===== src/rtl/dmem_io_param.sv =====
// dmem_io_param: parametrised data RAM plus memory-mapped switch, timer and display IO page
module dmem_io_param #(
  parameter int DATA_W = 16,
  parameter int ADDR_W = 16,
  parameter int DEPTH = 128,
  parameter int NUM_SW = 2,
  parameter int DISP_W = 7,
  parameter logic [ADDR_W-1:0] IO_BASE = 16'hfff0
) (
  input  logic              clock,
  input  logic              reset_n,
  input  logic [ADDR_W-1:0] dm_addr,
  input  logic [DATA_W-1:0] dm_wdata,
  input  logic              dm_write,
  input  logic              dm_read,
  output logic [DATA_W-1:0] dm_rdata,
  output logic              dm_rvalid,
  output logic              dm_err,
  input  logic [NUM_SW-1:0] io_sw,
  output logic [DISP_W-1:0] io_display,
  output logic              io_irq
);
  localparam int RAM_AW = DEPTH > 1 ? $clog2(DEPTH) : 1;
  logic [DATA_W-1:0] mem [DEPTH];
  logic [DATA_W-1:0] rd_val, count, reload, disp;
  logic [NUM_SW-1:0] sync1, sync2, sync3, edge_q;
  logic [RAM_AW-1:0] ram_idx;
  logic [3:0] off;
  logic is_ram, is_io, sel_sw, sel_edge, sel_tmr, sel_tctrl, sel_disp, mapped;
  logic wr_edge, wr_tmr, wr_tctrl, wr_disp, t_en, t_irq_en, expired, expire;
  assign is_ram = dm_addr < ADDR_W'(DEPTH);
  assign ram_idx = dm_addr[RAM_AW-1:0];
  assign is_io = dm_addr[ADDR_W-1:4] == IO_BASE[ADDR_W-1:4];
  assign off = dm_addr[3:0];
  assign sel_sw = is_io && off == 4'd0;
  assign sel_edge = is_io && off == 4'd2;
  assign sel_tmr = is_io && off == 4'd4;
  assign sel_tctrl = is_io && off == 4'd6;
  assign sel_disp = is_io && off == 4'd10;
  assign mapped = is_ram | sel_sw | sel_edge | sel_tmr | sel_tctrl | sel_disp;
  assign wr_edge = dm_write & sel_edge;
  assign wr_tmr = dm_write & sel_tmr;
  assign wr_tctrl = dm_write & sel_tctrl;
  assign wr_disp = dm_write & sel_disp;
  // a TIMER load in the same cycle pre-empts the reload and its expiry
  assign expire = t_en & (count == '0) & ~wr_tmr;
  assign io_display = disp[DISP_W-1:0];
  assign io_irq = expired & t_irq_en;
  always_comb begin
    rd_val = is_ram ? mem[ram_idx] :
             sel_sw ? DATA_W'(sync2) :
             sel_edge ? DATA_W'(edge_q) :
             sel_tmr ? count :
             sel_tctrl ? DATA_W'({expired, t_irq_en, t_en}) :
             sel_disp ? disp : '0;
  end
  always_ff @(posedge clock) begin
    if (reset_n && dm_write && is_ram) mem[ram_idx] <= dm_wdata;
  end
  always_ff @(posedge clock) begin
    if (!reset_n) begin
      dm_rdata <= '0;
      dm_rvalid <= 1'b0;
      dm_err <= 1'b0;
      sync1 <= '0;
      sync2 <= '0;
      sync3 <= '0;
      edge_q <= '0;
      count <= '0;
      reload <= '0;
      t_en <= 1'b0;
      t_irq_en <= 1'b0;
      expired <= 1'b0;
      disp <= '0;
    end else begin
      dm_rvalid <= dm_read;
      dm_rdata <= dm_read ? rd_val : dm_rdata;
      dm_err <= (dm_read | dm_write) & ~mapped;
      sync1 <= io_sw;
      sync2 <= sync1;
      sync3 <= sync2;
      edge_q <= (edge_q & ~({NUM_SW{wr_edge}} & dm_wdata[NUM_SW-1:0])) | (sync2 & ~sync3);
      count <= wr_tmr ? dm_wdata : !t_en ? count : count == '0 ? reload : count - DATA_W'(1);
      reload <= wr_tmr ? dm_wdata : reload;
      t_en <= wr_tctrl ? dm_wdata[0] : t_en;
      t_irq_en <= wr_tctrl ? dm_wdata[1] : t_irq_en;
      expired <= expire | (expired & ~(wr_tctrl & dm_wdata[2]));
      disp <= wr_disp ? dm_wdata : disp;
    end
  end
endmodule

===== config.mk =====
export PLATFORM = sky130hd
export DESIGN_NAME = dmem_io_param
export DESIGN_NICKNAME = d
export VERILOG_FILES = /design/src/rtl/dmem_io_param.sv
export SDC_FILE = /design/constraint.sdc
export NUM_CORES = 2
export LEC_CHECK = 0
export ABC_AREA = 0
export CAP_MARGIN = 10
export CORE_MARGIN = 5
export CORE_UTILIZATION = 50
export DETAILED_ROUTE_END_ITERATION = 6
export PLACE_DENSITY = 0.68
export SLEW_MARGIN = 20
export SYNTH_ARGS = -nofsm -noshare
export SYNTH_HDL_FRONTEND = slang
export SYNTH_SLANG_ARGS = --single-unit

===== constraint.sdc =====
create_clock -name clock -period 3.5 [get_ports clock]
set_input_delay 0.7 -clock clock [delete_from_list [all_inputs] [get_ports clock]]
set_output_delay 0.7 -clock clock [all_outputs]
set_load 0.02 [all_outputs]

==> metrics.md <==
| Metric | Value |
|---|---|
| Status | complete, no violations |
| Fin util | about three fifths |
| Area growth from synthesis to layout | 18.5% |
| Worst setup SP type | input port |
| Worst slew pin tran | roughly 1.1 ns |
| Unique masters post-synth | 72 |
| Synth cell count leaders | edfxtp_1 (2048), mux4_2 (464), mux2i_1 (213) |
| MaxCap Viol Count | 0 |
| Fraction of layout cells with a size suffix above 1 | 29.8% |
| Total GRT Usage | a little over a quarter |
| CP Buf/Inv Count | 6 |
| Chip width | 416 um |
| Antenna Nets Post-Route | 0 |
| Worst-path maximum fanout | 21 |
| # IOs | 64 |
| Yosys reg bits | about 2100 |
| Synth Instances | 4002 |
| Post-synth top area share | 74.6% |
| Die height | between 400 and 500 um |
| CTS Hold Bufs | 0 |
| Number of flops mapped to enable cells by yosys | 2048 |
| Most common cell on crit path | buf_4 |
| DRT Wirelength | 233 mm |
| Crit end category | flop |
| Fin crit period | 3.31 ns |
| Clock slew at reported path FFs | about 0.060 ns |
| Final Setup Violations | 0 |
| Htree depth | 4 |
| Total power divided by cell area | 536 nW/um^2 |
| Worst skew pair latency | between 0.8 and 0.9 ns |
| Share of async-settable or async-resettable flops after synthesis | 0% |
| Slowest-stage cell, CP | nor4_1 |
| Core ar. | 164000 um^2 |
| CP Depth | 13 |
| Mapped Area | 82500 um^2 |
| Synthesized area per cell | 20.6 um^2 |
| Rel. slew slack | 24.2% |
| Fmax | between 0.3 and 0.4 GHz |
| DR WL/cell | 33.4 um |
| Synth warn | 0 |
| Min-Delay Path Depth | 1 |
| RSZ-0062 raised after global routing | false |
| Pre-antenna DRT Iters | 6 |
| Register area share after synthesis | 76.4% |
| Setup TNS Final | 0 ns |
| Crit path max-delay family | buffers and inverters |
| Max incr delay on CP | between 0.6 and 0.7 ns |
| Initial core utilization | 50.2% |
| Final period utilization | 94.5% |
| Number of global-route vias before repair | 43405 |
| Port Buffer Count | 63 |
| # DRC | 0 |
| Critical path class | input port to flop |
| Fin. max-slew vios | 0 |
| Top-count cell post-synth | edfxtp_1 |
| Die Area | 173000 um^2 |
| Worst-case clock buffer depth | 3 |
| Leakage | 0.0317 uW |
| Hold WS | 0.221 ns |
| First-pass GRT wire length | 330 mm |
| Worst VDD drop | 0.406 mV |
| Nets | 4664 |
| Vias per cell | between 6 and 7 |
| Largest net degree at the start of global routing | 131 |
| Total CTS buffers | a little over 200 |
| Final GP Congestion | 0.928 |
| Initial antenna violation count | 8 |
| Via count | 44632 |
| Cell Chain, Critical Path | buf_8 -> buf_12 -> buf_12 -> buf_4 -> mux4_2 -> mux2i_1 -> buf_4 -> o22ai_1 -> buf_4 -> nor4_1 -> nand3_1 -> nand2_1 -> a21oi_1 |
| Fill cell count | 11489 |
| Root Driver | clkbuf_16 |
| Post-synth net total | 4042 |
| Predominant post-synthesis flop cell | edfxtp_1 |
| Gr ovfl total | 0 |
| TritonCTS clock tree | yes |
| DR iter-0 viols | between 6000 and 7000 |
| Count of final hold-check violations | 0 |
| Ranking of synthesized cells by area | edfxtp_1 (75%), mux4_2 (13%), mux2i_1 (2.6%) |
| Sink Count | 2125 |
| Post-CTS setup buffers | 0 |
| Std cell rows | roughly 150 |
| DP HPWL | 149 mm |
| R2R cell count | 7 |
| Worst Clk Skew | 0.0423 ns |
| Worst EP required | between 4 and 5 ns |
| Post-CTS resize count | 0 |
| Area leader, netlist | edfxtp_1 |
| Critical Path AT | between 4 and 5 ns |
| Worst Hold Class | input port to flop |
[kinds of logic (layout without fill, tap and decap cells)]
logic type	Yosys count	after routing	synth area share, %
flops	2125	2125	76.4
mux	716	716	15.8
compound gates	454	454	3.53
simple gates	452	452	2.51
buf+inv	250	1031	1.67
xor+xnor	3	3	0.0319
fa+ha+maj	2	2	0.0303
other cells	0	4	0
[flip-flops by register name (all words and copies together), names as in the netlist]
signal and cells:
disp 16, expired 1, mem 2048, dm_rdata 16, sync2 2, dm_err 1
reload 16, count 16, dm_rvalid 1, sync3 2, edge_q 2, sync1 2
t_irq_en 1, t_en 1
[area by class of cell]
cell class / instances / area, um^2 / share of cell area [%]
Tap cell: 2189 / 2740 / 2.80
Timing Repair Buffer: 652 / 7260 / 7.43
Clock buffer: 255 / 5370 / 5.49
Antenna cell: 4 / 10.0 / 0.0102
Clock inverter: 110 / 1140 / 1.17
Inverter: 14 / 57.6 / 0.0589
Multi-Input combinational cell: 1627 / 18100 / 18.5
Sequential cell: 2125 / 63000 / 64.5
[where the power goes]
group	internal, uW	leakage [uW]	total (uW)	switching, uW
clock	12100	0.00318	21500	9410
sequential	27900	0.0190	27900	18.3
combinational	1130	0.00953	2930	1800
total	41100	0.0317	52400	11200
[path summary, 6_finish.rpt]
path / from / to / slack (ns)
hold / removal: dm_wdata[5] / mem[100][5] / 0.22
setup / recovery: dm_addr[0] / dm_rdata[6] / 0.19
setup reg to reg: mem[71][1] / dm_rdata[1] / 0.63
hold reg to reg: sync1[0] / sync2[0] / 0.44
[routing by layer]
| layer | global-route usage, % | vias to the layer above | part of all wire [%] |
|---|---|---|---|
| met5 | 0 | - | 0.0064 |
| met4 | 10.5 | 2 | 4.6 |
| met3 | 6.21 | 494 | 12 |
| met2 | 40.9 | 2963 | 46 |
| met1 | 38.0 | 23223 | 37 |
| li1 | - | 17950 | - |
[through the flow]
stage               setup slack (ns)  power, uW  std cells  cell area, um^2
CTS                            0.351      52600       6972            97700
global route                   0.207      53800       6972            97700
floorplan                    -0.0426      29700       4002            82500
detailed placement            -0.575      31300       6607            91200
finish                         0.194      52400       6976            97700
global placement              -0.618      31300       6607            91200
[cells in the final DEF, fill, tap and decap left out, types with 45 or more instances in the layout]
master	netlist	layout
a21oi_1	114	114
a22oi_1	60	60
buf_12	0	179
buf_4	47	426
clkbuf_1	65	45
clkbuf_16	0	205
dfxtp_1	77	77
edfxtp_1	2048	2048
mux2i_1	213	213
mux4_2	464	464
nand2_1	128	128
nor2_1	175	162
o21ai_0	79	79
o22ai_1	76	76
No activity file was read; power rests on OpenSTA's default activity.
